## src/rtl/approx_add_if.sv

```systemverilog
// ============================================================================
// Module      : approx_add_if
// Description : Request, response and shared-adder bundle for approx_add_scheduler.
// Revision    : 1.0 - initial release
// ============================================================================
`default_nettype none

interface approx_add_if #(
    parameter int NREQ = 4,
    parameter int ID_W = 2
);
    logic [NREQ-1:0]      req_valid;
    logic [32*NREQ-1:0]   req_a;
    logic [32*NREQ-1:0]   req_b;
    logic [NREQ-1:0]      req_ready;
    logic                 rsp_valid;
    logic                 rsp_ready;
    logic [31:0]          rsp_y;
    logic                 rsp_cout;
    logic [ID_W-1:0]      rsp_id;
    logic [15:0]          adder_a;
    logic [15:0]          adder_b;
    logic                 adder_cin;
    logic [15:0]          adder_y;
    logic                 adder_cout;

    // Requesters, response consumer and the external adder sit on this side.
    modport master (
        output req_valid, req_a, req_b, rsp_ready, adder_y, adder_cout,
        input  req_ready, rsp_valid, rsp_y, rsp_cout, rsp_id,
               adder_a, adder_b, adder_cin
    );

    modport slave (
        input  req_valid, req_a, req_b, rsp_ready, adder_y, adder_cout,
        output req_ready, rsp_valid, rsp_y, rsp_cout, rsp_id,
               adder_a, adder_b, adder_cin
    );
endinterface

`default_nettype wire

```

## src/rtl/approx_add_scheduler.sv

```systemverilog
// ============================================================================
// Module      : approx_add_scheduler
// Description : Round-robin sharing of one 16-bit adder for 32-bit two-pass adds.
// Revision    : 1.0 - initial release
// ============================================================================
`default_nettype none

module approx_add_scheduler #(
    parameter int NREQ = 4,
    parameter int ID_W = 2
) (
    input  wire          clk,
    input  wire          rst,
    approx_add_if.slave  bus,
    output logic         busy
);

    typedef enum logic [1:0] {
        S_IDLE = 2'd0,
        S_LO   = 2'd1,
        S_HI   = 2'd2,
        S_RSP  = 2'd3
    } state_t;

    state_t            state_q, state_d;
    logic [ID_W-1:0]   ptr_q, ptr_d;
    logic [ID_W-1:0]   id_q, id_d;
    logic [31:0]       op_a_q, op_a_d;
    logic [31:0]       op_b_q, op_b_d;
    logic [15:0]       sum_lo_q, sum_lo_d;
    logic [31:0]       rsp_y_q, rsp_y_d;
    logic              rsp_cout_q, rsp_cout_d;
    logic [ID_W-1:0]   rsp_id_q, rsp_id_d;
    logic              rsp_valid_q, rsp_valid_d;
    logic              busy_q, busy_d;
    logic [15:0]       adder_a_q, adder_a_d;
    logic [15:0]       adder_b_q, adder_b_d;
    logic              adder_cin_q, adder_cin_d;

    logic              grant_found;
    logic [ID_W-1:0]   grant_idx;
    logic [NREQ-1:0]   req_ready_w;

    function automatic logic [ID_W-1:0] rr_index(input logic [ID_W-1:0] base, input int step);
        int sum_idx;
        sum_idx = (int'(base) + step) % NREQ;
        return sum_idx[ID_W-1:0];
    endfunction

    // Scan upward from the slot after the last winner; indices >= NREQ never appear.
    always_comb begin
        grant_found = 1'b0;
        grant_idx   = '0;
        for (int k = 1; k <= NREQ; k++) begin
            if (!grant_found && bus.req_valid[rr_index(ptr_q, k)]) begin
                grant_found = 1'b1;
                grant_idx   = rr_index(ptr_q, k);
            end
        end
    end

    always_comb begin
        req_ready_w = '0;
        if (state_q == S_IDLE && grant_found && !rst) begin
            req_ready_w[grant_idx] = 1'b1;
        end
    end

    always_comb begin
        state_d    = state_q;
        ptr_d      = ptr_q;
        id_d       = id_q;
        op_a_d     = op_a_q;
        op_b_d     = op_b_q;
        sum_lo_d   = sum_lo_q;
        rsp_y_d    = rsp_y_q;
        rsp_cout_d = rsp_cout_q;
        rsp_id_d   = rsp_id_q;

        case (state_q)
            S_IDLE: begin
                if (grant_found) begin
                    op_a_d  = bus.req_a[32*int'(grant_idx) +: 32];
                    op_b_d  = bus.req_b[32*int'(grant_idx) +: 32];
                    id_d    = grant_idx;
                    ptr_d   = grant_idx;
                    state_d = S_LO;
                end
            end
            S_LO: begin
                sum_lo_d = bus.adder_y;
                state_d  = S_HI;
            end
            S_HI: begin
                rsp_y_d    = {bus.adder_y, sum_lo_q};
                rsp_cout_d = bus.adder_cout;
                rsp_id_d   = id_q;
                state_d    = S_RSP;
            end
            S_RSP: begin
                if (bus.rsp_ready) begin
                    state_d = S_IDLE;
                end
            end
            default: state_d = S_IDLE;
        endcase

        rsp_valid_d = (state_d == S_RSP);
        busy_d      = (state_d != S_IDLE);

        // Adder drive is registered from the next state; the LO carry lands directly in adder_cin.
        adder_a_d   = '0;
        adder_b_d   = '0;
        adder_cin_d = 1'b0;
        case (state_d)
            S_LO: begin
                adder_a_d = op_a_d[15:0];
                adder_b_d = op_b_d[15:0];
            end
            S_HI: begin
                adder_a_d   = op_a_d[31:16];
                adder_b_d   = op_b_d[31:16];
                adder_cin_d = bus.adder_cout;
            end
            default: begin
                adder_a_d   = '0;
                adder_b_d   = '0;
                adder_cin_d = 1'b0;
            end
        endcase
    end

    always_ff @(posedge clk or posedge rst) begin
        if (rst) begin
            state_q     <= S_IDLE;
            ptr_q       <= ID_W'(NREQ - 1);
            id_q        <= '0;
            op_a_q      <= '0;
            op_b_q      <= '0;
            sum_lo_q    <= '0;
            rsp_y_q     <= '0;
            rsp_cout_q  <= 1'b0;
            rsp_id_q    <= '0;
            rsp_valid_q <= 1'b0;
            busy_q      <= 1'b0;
            adder_a_q   <= '0;
            adder_b_q   <= '0;
            adder_cin_q <= 1'b0;
        end else begin
            state_q     <= state_d;
            ptr_q       <= ptr_d;
            id_q        <= id_d;
            op_a_q      <= op_a_d;
            op_b_q      <= op_b_d;
            sum_lo_q    <= sum_lo_d;
            rsp_y_q     <= rsp_y_d;
            rsp_cout_q  <= rsp_cout_d;
            rsp_id_q    <= rsp_id_d;
            rsp_valid_q <= rsp_valid_d;
            busy_q      <= busy_d;
            adder_a_q   <= adder_a_d;
            adder_b_q   <= adder_b_d;
            adder_cin_q <= adder_cin_d;
        end
    end

    assign bus.req_ready = req_ready_w;
    assign bus.rsp_valid = rsp_valid_q;
    assign bus.rsp_y     = rsp_y_q;
    assign bus.rsp_cout  = rsp_cout_q;
    assign bus.rsp_id    = rsp_id_q;
    assign bus.adder_a   = adder_a_q;
    assign bus.adder_b   = adder_b_q;
    assign bus.adder_cin = adder_cin_q;
    assign busy          = busy_q;

endmodule

`default_nettype wire

```

## src/flat_wrapper.sv

```systemverilog
// flat-port wrapper written by rule: the top's interface ports become plain ports
module approx_add_scheduler_flat 
#(
    parameter int NREQ = 4,
    parameter int ID_W = 2
)
  (clk, rst, busy, bus_req_valid, bus_req_a, bus_req_b, bus_rsp_ready, bus_adder_y, bus_adder_cout, bus_req_ready, bus_rsp_valid, bus_rsp_y, bus_rsp_cout, bus_rsp_id, bus_adder_a, bus_adder_b, bus_adder_cin);
  approx_add_if #(.NREQ(NREQ), .ID_W(ID_W)) bus_i ();
  input  wire clk;
  input  wire rst;
  output logic busy;
  input wire logic [$bits(bus_i.req_valid)-1:0] bus_req_valid;
  input wire logic [$bits(bus_i.req_a)-1:0] bus_req_a;
  input wire logic [$bits(bus_i.req_b)-1:0] bus_req_b;
  input wire logic [$bits(bus_i.rsp_ready)-1:0] bus_rsp_ready;
  input wire logic [$bits(bus_i.adder_y)-1:0] bus_adder_y;
  input wire logic [$bits(bus_i.adder_cout)-1:0] bus_adder_cout;
  output wire logic [$bits(bus_i.req_ready)-1:0] bus_req_ready;
  output wire logic [$bits(bus_i.rsp_valid)-1:0] bus_rsp_valid;
  output wire logic [$bits(bus_i.rsp_y)-1:0] bus_rsp_y;
  output wire logic [$bits(bus_i.rsp_cout)-1:0] bus_rsp_cout;
  output wire logic [$bits(bus_i.rsp_id)-1:0] bus_rsp_id;
  output wire logic [$bits(bus_i.adder_a)-1:0] bus_adder_a;
  output wire logic [$bits(bus_i.adder_b)-1:0] bus_adder_b;
  output wire logic [$bits(bus_i.adder_cin)-1:0] bus_adder_cin;
  assign bus_i.req_valid = bus_req_valid;
  assign bus_i.req_a = bus_req_a;
  assign bus_i.req_b = bus_req_b;
  assign bus_i.rsp_ready = bus_rsp_ready;
  assign bus_i.adder_y = bus_adder_y;
  assign bus_i.adder_cout = bus_adder_cout;
  assign bus_req_ready = bus_i.req_ready;
  assign bus_rsp_valid = bus_i.rsp_valid;
  assign bus_rsp_y = bus_i.rsp_y;
  assign bus_rsp_cout = bus_i.rsp_cout;
  assign bus_rsp_id = bus_i.rsp_id;
  assign bus_adder_a = bus_i.adder_a;
  assign bus_adder_b = bus_i.adder_b;
  assign bus_adder_cin = bus_i.adder_cin;
  approx_add_scheduler #(.NREQ(NREQ), .ID_W(ID_W)) u_core (.clk(clk), .rst(rst), .bus(bus_i), .busy(busy));
endmodule
```

## config.mk

```make
export PLATFORM = sky130hd
export DESIGN_NAME = approx_add_scheduler_flat
export DESIGN_NICKNAME = d
export VERILOG_FILES = /design/src/rtl/approx_add_if.sv /design/src/rtl/approx_add_scheduler.sv /design/src/flat_wrapper.sv
export SDC_FILE = /design/constraint.sdc
export NUM_CORES = 1
export LEC_CHECK = 0
export ABC_AREA = 1
export BUFFER_PORTS_ARGS = -buffer_cell sky130_fd_sc_hd__buf_2
export CAP_MARGIN = 20
export CELL_PAD_IN_SITES_DETAIL_PLACEMENT = 2
export CELL_PAD_IN_SITES_GLOBAL_PLACEMENT = 2
export CORE_ASPECT_RATIO = 0.7
export CORE_MARGIN = 5
export CORE_UTILIZATION = 23
export CTS_CLUSTER_SIZE = 10
export DETAILED_ROUTE_END_ITERATION = 10
export GPL_ROUTABILITY_DRIVEN = 0
export PLACE_DENSITY_LB_ADDON = 0.3
export SLEW_MARGIN = 30
export SYNTH_ARGS = -nofsm -noshare
export SYNTH_HDL_FRONTEND = slang
export SYNTH_SLANG_ARGS = --single-unit
```

## constraint.sdc

```tcl
create_clock -name clk -period 3.8 [get_ports clk]
set_input_delay 0 -clock clk [delete_from_list [all_inputs] [get_ports clk]]
set_output_delay 0 -clock clk [all_outputs]
set_load 0.02 [all_outputs]
```

==> flow_summary.toml <==
[synthesis]
synth.area.mux_share = 0.0274
ys_seq_elements = 124
synthAdderAreaFrac = 0
yosys_most_used_dff = "dfrtp_1"
synth_edf_count = 0
ys_seq_area_frac = 0.472
synth.distinct_cells = 28
netlist_area_um2 = 6580
syn_inst = 857
synth_compound_area_frac = 0.179
synth_xor_area_frac = 0
synth_top_family_by_area = "simple AND/OR/NAND/NOR gates"
synthesis.nets = 1137
ys_warn_count = 0
async_reset_ff_frac = 1.00
syn_area_per_cell_um2 = 7.68
synth-simple-area-share = 0.208

[critical_path]
r2r_slack_ps = 230
worstPathArrival_ps = 3890
path_class = "register to register"
required_ps = 4120
endpoint_kind = "register"
start_kind = "register"
worstPathMaxFanout = 34

[global_routing]
top_usage_layer = "met2"
track_usage = 0.232
grt_max_degree = 95
use_met2 = 0.410
grt_overflow_total = 0
antenna_found_initial = 7
groute.layer.met3.usage = 0.0607
grt_pass1_wl_um = 56900
grt_use_met1 = 0.285
first_global_vias = 9512

[power_and_ir_drop]
power_mw = 11.2
leakage_nw = 5.80
power.density_nw_per_um2 = 1010
irDropWorstVdd_v = 0.000664

[cts]
cts-root-buf = "clkbuf_16"
cts.sinks = 124
insertion_delay_ps = 430
cts_tree = "built"
cts_made_buffers = 17
clk_pin_slew_ps = 60
cts_buffer_depth = 2
cts_setup_buffers = 0
htreeDepth = 4

[floorplanning]
io-pin-count = 354
rows = 51
dieArea_um2 = 32200
die_x_um = 212
initial_utilization = 0.235
die_h_um = 152
core_area_um2 = 28000

[min_path]
hold_class = "primary input to register"

[route]
via_per_inst = 4.68
post-route-drc-count = 0
num_vias = 8198
dr.pass1.iters = 4
ant_nets = 0
wl_per_cell_um = 21.8
drtIter0Drc = 358
totalWireLength_um = 38300

[layout]
regArea_um2 = 3110
finalNetCount = 1647
instances_no_fill = 1753
layout-drive-gt1-share = 0.322
multi_input_area_um2 = 2750
fillers = 3231
syn2layout_area_growth_pct = 68.1
stdcell_area_um2 = 11100

[sta]
drv_slew = 0
finalHoldViolations = 0
skew_ps = 12.2
setup_violations = 0
slew_headroom = 0.490
period_share = 0.941
worstMarginPinSlew_ps = 764
clock.fmax_mhz = 280
finalCriticalPeriod_ps = 3570
hold_slack_ps = 42.5

[placed_design]
dp_cells = 1540
numPortBuffers = 353
dpl_cell_area_um2 = 8650
hpwl_um = 24300

[run]
maxCapViolations = 0

[run_status]
status = "completed"
## cell families after synthesis
group	Yosys count
AOI/OAI and AO/OA	214
and+or+nand+nor	329
buffers and inverters	174
DFF	124
muxes	16
## critical path: stages, from the launching register on
cell	delay (ps)
dfstp_2	620
inv_4	90
nand2_1	70
nand2_1	80
nand2_1	110
nand2_2	80
nor2_4	130
nand3_1	100
nand3_2	190
inv_1	100
nand2_4	400
inv_4	340
nand2_1	140
o211ai_1	100
dlygate4sd3_1	620
o21ai_1	250
## cell usage in the layout, fill, tap and decap left out, drive strengths merged, types with 24 or more instances in the layout
cell type,n
o21ai,148
dlygate4sd3,179
nor2,53
dfrtp,122
inv,125
buf,365
nand3,48
nand2,217
o211ai,31
o22ai,24
## stage by stage
stage	util	setup TNS (ps)	setup WS (ps)
after floorplan	-	0	375
after global placement	0.309	0	954
after detailed placement	0.309	0	811
after CTS	0.393	0	78.6
after global routing	0.395	-34.3	-28.9
final	0.395	0	226
## timing repair
item | 4_1_cts | 5_1_grt
endpoints found under the hold margin | 192 | 0
setup endpoints to repair | 0 | 35
hold buffers | 179 | 0
resized for setup | 0 | 12
## cell usage after synthesis, drive strengths merged (10+ instances only)
cell,n,area (um^2)
a21oi,11,55.1
mux2,16,180
nand3,48,258
dfrtp,122,3050
or2,10,62.6
nand2,217,837
clkbuf,30,114
o22ai,24,150
inv,119,452
nor2,53,206
buf,23,176
o211ai,31,233
o21ai,148,741
## state kept, by name (all words and copies together), names as in the netlist
signal and count:
u_core.bus.rsp_y 32, u_core.id_q 2, u_core.bus.rsp_id 2, u_core.bus.rsp_valid 1, u_core.op_a_q 16, u_core.op_b_q 16, u_core.ptr_q 2, u_core.state_q 2
u_core.sum_lo_q 16, u_core.bus.adder_a 16, u_core.bus.adder_b 16, u_core.bus.adder_cin 1, u_core.bus.rsp_cout 1, u_core.busy 1
## path summary, 6_finish.rpt
check / to / from / cells after the start
setup reg to reg: u_core.op_a_q[19]$_DFF_PP0_ / u_core.ptr_q[0]$_DFFE_PP1P_ / 15
setup / recovery: u_core.op_a_q[19]$_DFF_PP0_ / u_core.ptr_q[0]$_DFFE_PP1P_ / 15
hold / removal: u_core.op_b_q[18]$_DFF_PP0_ / bus_req_b[50] / 5
max in group asynchronous: u_core.op_a_q[20]$_DFF_PP0_ / rst / 4
min in group asynchronous: u_core.bus.adder_b[2]$_DFF_PP0_ / rst / 3
hold reg to reg: u_core.bus.rsp_y[31]$_DFFE_PP0P_ / u_core.bus.rsp_y[31]$_DFFE_PP0P_ / 2
## report_power, final
part	switching [mW]	internal [mW]
Clock	0.700	0.930
Combinational	4.44	2.76
Sequential	0.360	1.96
Total	5.50	5.65
## area by class of cell
| class | instances | area share |
|---|---|---|
| Clock inverter | 14 | 0.0122 |
| Multi-Input combinational cell | 559 | 0.248 |
| Inverter | 121 | 0.0426 |
| Tap cell | 371 | 0.0420 |
| Clock buffer | 18 | 0.0397 |
| Sequential cell | 124 | 0.281 |
| Antenna cell | 2 | 0.000452 |
| Timing Repair Buffer | 544 | 0.334 |
## metal layers
| layer | vias up | routed length [um] |
|---|---|---|
| li1 | 3795 | - |
| met1 | 4064 | 16000 |
| met2 | 276 | 19200 |
| met3 | 53 | 2360 |
| met4 | 10 | 708 |
| met5 | - | 62 |
Power figures use the tool's default switching activity.
